<file path="config.mk">
export PLATFORM = sky130hd
export DESIGN_NAME = pipelined_adder
export DESIGN_NICKNAME = d
export VERILOG_FILES = /design/src/rtl/adder_pkg.sv /design/src/rtl/adder_slice.sv /design/src/rtl/full_adder.sv /design/src/rtl/pipelined_adder.sv
export SDC_FILE = /design/constraint.sdc
export NUM_CORES = 1
export LEC_CHECK = 0
export CORE_MARGIN = 5
export CORE_UTILIZATION = 59
export CTS_CLUSTER_DIAMETER = 40
export DETAILED_ROUTE_END_ITERATION = 10
export GPL_ROUTABILITY_DRIVEN = 0
export PLACE_DENSITY = 0.85
export SLEW_MARGIN = 20
export SYNTH_ARGS = -nofsm -noshare
export SYNTH_HDL_FRONTEND = slang
export SYNTH_SLANG_ARGS = --single-unit
</file>
<file path="constraint.sdc">
create_clock -name clk -period 6.2 [get_ports clk]
set_input_delay 1.55 -clock clk [delete_from_list [all_inputs] [get_ports clk]]
set_output_delay 1.55 -clock clk [all_outputs]
set_load 0.02 [all_outputs]
</file>
<file path="src/rtl/adder_pkg.sv">
// Shared definitions for the pipelined adder: operation modes and slice geometry helpers.
package adder_pkg;

  localparam logic ModeAdd = 1'b0;
  localparam logic ModeSub = 1'b1;

  function automatic int unsigned slice_width(int unsigned width, int unsigned stages);
    return width / stages;
  endfunction

  // Legal geometry: 1 <= stages <= width and stages divides width evenly.
  function automatic bit stages_ok(int unsigned width, int unsigned stages);
    if (stages < 1 || stages > width) return 1'b0;
    return (width % stages) == 0;
  endfunction

endpackage

</file>
<file path="src/rtl/adder_slice.sv">
// W-bit combinational ripple-carry slice built from full_adder cells.
module adder_slice #(
  parameter int unsigned W = 4
) (
  input  logic [W-1:0] a,
  input  logic [W-1:0] b,
  input  logic         ci,
  output logic [W-1:0] s,
  output logic         co,
  output logic         cmsb
);

  logic c [W+1];

  assign c[0] = ci;

  for (genvar i = 0; i < W; i++) begin : g_bit
    full_adder u_fa (
      .bita (a[i]),
      .bitb (b[i]),
      .ci   (c[i]),
      .co   (c[i+1]),
      .s    (s[i])
    );
  end

  assign co   = c[W];
  // Carry into the MSB; xor with co gives signed overflow.
  assign cmsb = c[W-1];

endmodule

</file>
<file path="src/rtl/full_adder.sv">
// One-bit full adder cell.
module full_adder (
  input  logic bita,
  input  logic bitb,
  input  logic ci,
  output logic co,
  output logic s
);

  assign s  = bita ^ bitb ^ ci;
  assign co = (bita & bitb) | (ci & (bita ^ bitb));

endmodule

</file>
<file path="src/rtl/pipelined_adder.sv">
// Pipelined ripple-carry adder/subtractor with valid/ready streaming on both sides.
// One register stage per slice; operands are skewed in and sum bits deskewed out.
module pipelined_adder
  import adder_pkg::*;
#(
  parameter int unsigned WIDTH  = 16,
  parameter int unsigned STAGES = 4
) (
  input  logic             clk,
  input  logic             rst,
  input  logic             in_valid,
  output logic             in_ready,
  input  logic [WIDTH-1:0] a,
  input  logic [WIDTH-1:0] b,
  input  logic             ci,
  input  logic             sub,
  output logic             out_valid,
  input  logic             out_ready,
  output logic [WIDTH-1:0] s,
  output logic             co,
  output logic             ovf
);

  localparam int unsigned W = slice_width(WIDTH, STAGES);

  if (!stages_ok(WIDTH, STAGES)) begin : g_param_check
    $error("pipelined_adder: WIDTH must be a multiple of STAGES with 1 <= STAGES <= WIDTH");
  end

  logic             advance;
  logic [WIDTH-1:0] b_eff;
  logic             cin;

  logic             vld_q [STAGES];
  logic             cry_q [STAGES];
  logic [WIDTH-1:0] a_q   [STAGES];
  logic [WIDTH-1:0] b_q   [STAGES];
  logic [WIDTH-1:0] s_q   [STAGES];
  logic [WIDTH-1:0] s_d   [STAGES];
  logic             ovf_q;

  logic [W-1:0]     sl_a  [STAGES];
  logic [W-1:0]     sl_b  [STAGES];
  logic [W-1:0]     sl_s  [STAGES];
  logic             sl_ci [STAGES];
  logic             sl_co [STAGES];
  logic             sl_cm [STAGES];

  assign b_eff = (sub == ModeAdd) ? b : ~b;
  assign cin   = ci ^ (sub == ModeSub);

  for (genvar k = 0; k < STAGES; k++) begin : g_slice
    if (k == 0) begin : g_first
      assign sl_a[k]  = a[W-1:0];
      assign sl_b[k]  = b_eff[W-1:0];
      assign sl_ci[k] = cin;
      assign s_d[k]   = WIDTH'(sl_s[k]);
    end else begin : g_rest
      assign sl_a[k]  = a_q[k-1][k*W +: W];
      assign sl_b[k]  = b_q[k-1][k*W +: W];
      assign sl_ci[k] = cry_q[k-1];
      // Bits above slice k-1 are still zero in s_q[k-1], so OR inserts this slice.
      assign s_d[k]   = s_q[k-1] | (WIDTH'(sl_s[k]) << (k*W));
    end

    adder_slice #(
      .W (W)
    ) u_slice (
      .a    (sl_a[k]),
      .b    (sl_b[k]),
      .ci   (sl_ci[k]),
      .s    (sl_s[k]),
      .co   (sl_co[k]),
      .cmsb (sl_cm[k])
    );
  end

  // Whole pipeline moves together; a full stall only happens with a result waiting.
  assign advance  = !vld_q[STAGES-1] || out_ready;
  assign in_ready = advance;

  always_ff @(posedge clk or posedge rst) begin
    if (rst) begin
      for (int k = 0; k < STAGES; k++) begin
        vld_q[k] <= 1'b0;
        cry_q[k] <= 1'b0;
        a_q[k]   <= '0;
        b_q[k]   <= '0;
        s_q[k]   <= '0;
      end
      ovf_q <= 1'b0;
    end else if (advance) begin
      vld_q[0] <= in_valid;
      a_q[0]   <= a;
      b_q[0]   <= b_eff;
      for (int k = 1; k < STAGES; k++) begin
        vld_q[k] <= vld_q[k-1];
        a_q[k]   <= a_q[k-1];
        b_q[k]   <= b_q[k-1];
      end
      for (int k = 0; k < STAGES; k++) begin
        cry_q[k] <= sl_co[k];
        s_q[k]   <= s_d[k];
      end
      ovf_q <= sl_cm[STAGES-1] ^ sl_co[STAGES-1];
    end
  end

  assign out_valid = vld_q[STAGES-1];
  assign s         = s_q[STAGES-1];
  assign co        = cry_q[STAGES-1];
  assign ovf       = ovf_q;

endmodule
</file>
==> results.md <==
- # IOs: 58
- Hold endpoint: out_valid
- R2R setup slack: 3800 ps
- Slew headroom: about 48%
- PD cells: 489 nW/um^2
- Worst-skew pair later-pin latency: 360 ps
- Crit Path Category: input port to primary output
- Final setup fails: 0
- Post-cts resize count: 0
- Initial antenna violation count: 0
- Layout Nets: 391
- Worst Path Required: 4650 ps
- Skew final: 12.4 ps
- Worst slew pin tran: 778 ps
- Unrepaired setup endpoints after global routing: no
- Pwr Total: 2500 uW
- Commonest non-fill, non-tap cell in the layout: dfrtp_1
- Worst r2r path cells: 9
- Synth area leader: dfrtp_1
- First-pass GRT wire length: 11.9 mm
- Peak VDD IR: roughly 0.00025 V
- DP HPWL: 4.77 mm
- WHS Path Cells: 1
- Vias in the first global route: 2500
- CP Launch Point: out_ready
- Initial detailed-routing violation count: 72
- FMAX: 194 MHz
- Synthesized area per cell: 15.2 sq um
- TritonCTS clock tree: yes
- Area Overhead vs Synth: 19.9%
- Largest net degree at the start of global routing: 63
- Detail Route Antenna Nets: 0
- Mapped cell area: 4260 sq um
- Mux cell area share after synthesis: 22.6%
- Row cnt: 31
- Post-synthesis simple-gate area fraction: 2.41%
- Commonest non-fill, non-tap cells in the layout: 97 x dfrtp_1, 79 x mux2_2, 57 x clkdlybuf4s50_1, 25 x inv_1, 16 x fa_1
- Final hold violations: 0
- Clock slew at reported path FFs: 80 ps
- GR Util All Layers: 17.6%
- Status: finished, final reports clean
- RR Startpoint: a_q[28]
- Die ar.: 9020 sq um
- WL/cell: 15.5 microns
- Synth top area share: 57.0%
- DR vias: 2247
- Reg2reg end: ovf
- Share of cells above drive strength 1: 32.7%
- Mapped Nets: 335
- Worst-case clock buffer depth: 2
- Vias/cell: around 5.1
- HP Class: register to register
- CTS H-tree lvls: 3
- Num CTS Buffers: 9
- Crit path max fanout: 37
- Final period util: 83.2%
- Post-layout min period: approximately 5200 ps
- CTS Sinks: 97
- Drt pass-1 iters: 4
- Antenna cells: 0
- Main combinational cell family by area after synthesis: multiplexers
- Top area cells in the synthesized netlist: dfrtp_1 57%, mux2_2 21%, fa_1 7.5%, inv_1 2.3%, xor2_1 2.3%
- Lkg Pwr: 0.00220 uW
- DRC: 0
- Post-synthesis xor/xnor area fraction: 3.70%
- Initial Util: 59.7%
- GRT overflow: 0
- Worst Hold Launch: vld_q[1]
- Worst Path Arrival: approximately 3600 ps
- Compound-Gate Fraction of Synth Area: roughly 2.1%
- Kind of end point of the critical path: primary output
- Sequential-to-total area share from yosys stat: 57.0%
- Synthesized netlist cell count: 281
- CORE AREA: ~7000 sq um
- Synthesis Warnings: 0
- CTS Root Cell: clkbuf_8
- # hold bufs at CTS: 0
- Yosys reg bits: 97
- Crit path launch type: input port
- Setup Fix Bufs, Post-CTS: 0
- Die W: 95.0 microns
- Port Buffers: between 50 and 60
- Setup_tns: 0 ps
- Max_cap viols: 0
- Post-synth cell types: 17
- Synth Area in Adders: between 7 and 8%
- Final WL: approximately 6.8 mm
- Slew Limit Fails: 0
- Die height: about 95 microns
-- kinds of logic after synthesis --
| group | after synthesis |
|---|---|
| DFF | 97 |
| muxes | 85 |
| xor gates and xnor gates | 18 |
| buffers and inverters | 41 |
| adders and majority gates | 16 |
| and+or+nand+nor | 13 |
| AOI/OAI and AO/OA | 11 |
-- area by class of cell --
cell class	count	area, sq um
Timing Repair Buffer	60	593
Inverter	26	100
Clock inverter	6	90.1
Clock buffer	10	138
Sequential cell	97	2430
Tap cell	99	124
Fill cell	509	2030
Multi-Input combinational cell	143	1630
-- flip-flops by register name, summed over array words and instances, names as in the netlist --
signal,count
a_q,24
b_q,24
s_q,24
s,16
cry_q,3
vld_q,3
co,1
out_valid,1
ovf,1
-- metrics by stage --
step                util (%)  std cells  hold slack, ps  cell area, sq um  setup slack [ps]
finish                  71.5        441             464              5110              1040
global route            71.5        441             486              5110               950
CTS                     71.5        441             469              5110              1030
detailed placement      68.4        425             450              4880              1030
global placement        68.4        425             442              4880              1080
floorplan                  -        281             430              4260              2120
-- how the worst max path moves through the flow --
stage	slack (ps)	endpoint
2_1_floorplan	2120	a_q[28]
3_3_place_gp	1080	in_ready
3_5_place_dp	1030	in_ready
4_1_cts	1030	in_ready
5_1_grt	950	in_ready
6_report	1040	in_ready
-- report_power, final --
part / leakage, uW / switching, uW / internal, uW / total (uW)
clock: 0.000113 / 216 / 240 / 456
sequential: 0.00112 / 159 / 918 / 1080
combinational: 0.000965 / 419 / 546 / 965
-- critical path, stage by stage --
cell,delay (ps)
clkdlybuf4s50_1,780
nand2b_4,550
clkdlybuf4s50_1,700
-- cell usage after synthesis --
master / count
a21oi_1: 2
a21oi_2: 9
buf_2: 8
buf_4: 1
buf_6: 4
clkbuf_1: 2
dfrtp_1: 97
fa_1: 16
inv_1: 26
mux2_2: 79
mux2_4: 3
mux2i_1: 3
nand2b_1: 1
nand2b_4: 1
nor3b_1: 11
xnor2_1: 7
xor2_1: 11
-- metal layers --
layer  up-vias  share of wire, %  GRT usage, %  routed length, microns
met5         -                 0             0                       0
met3         8               4.0          4.06                     270
li1       1037                 -             -                       -
met1      1157                44          23.4                    3010
met4         0               1.9          7.57                     131
met2        45                50          27.9                    3420
Note: power is estimated with default switching activity, not from simulation.
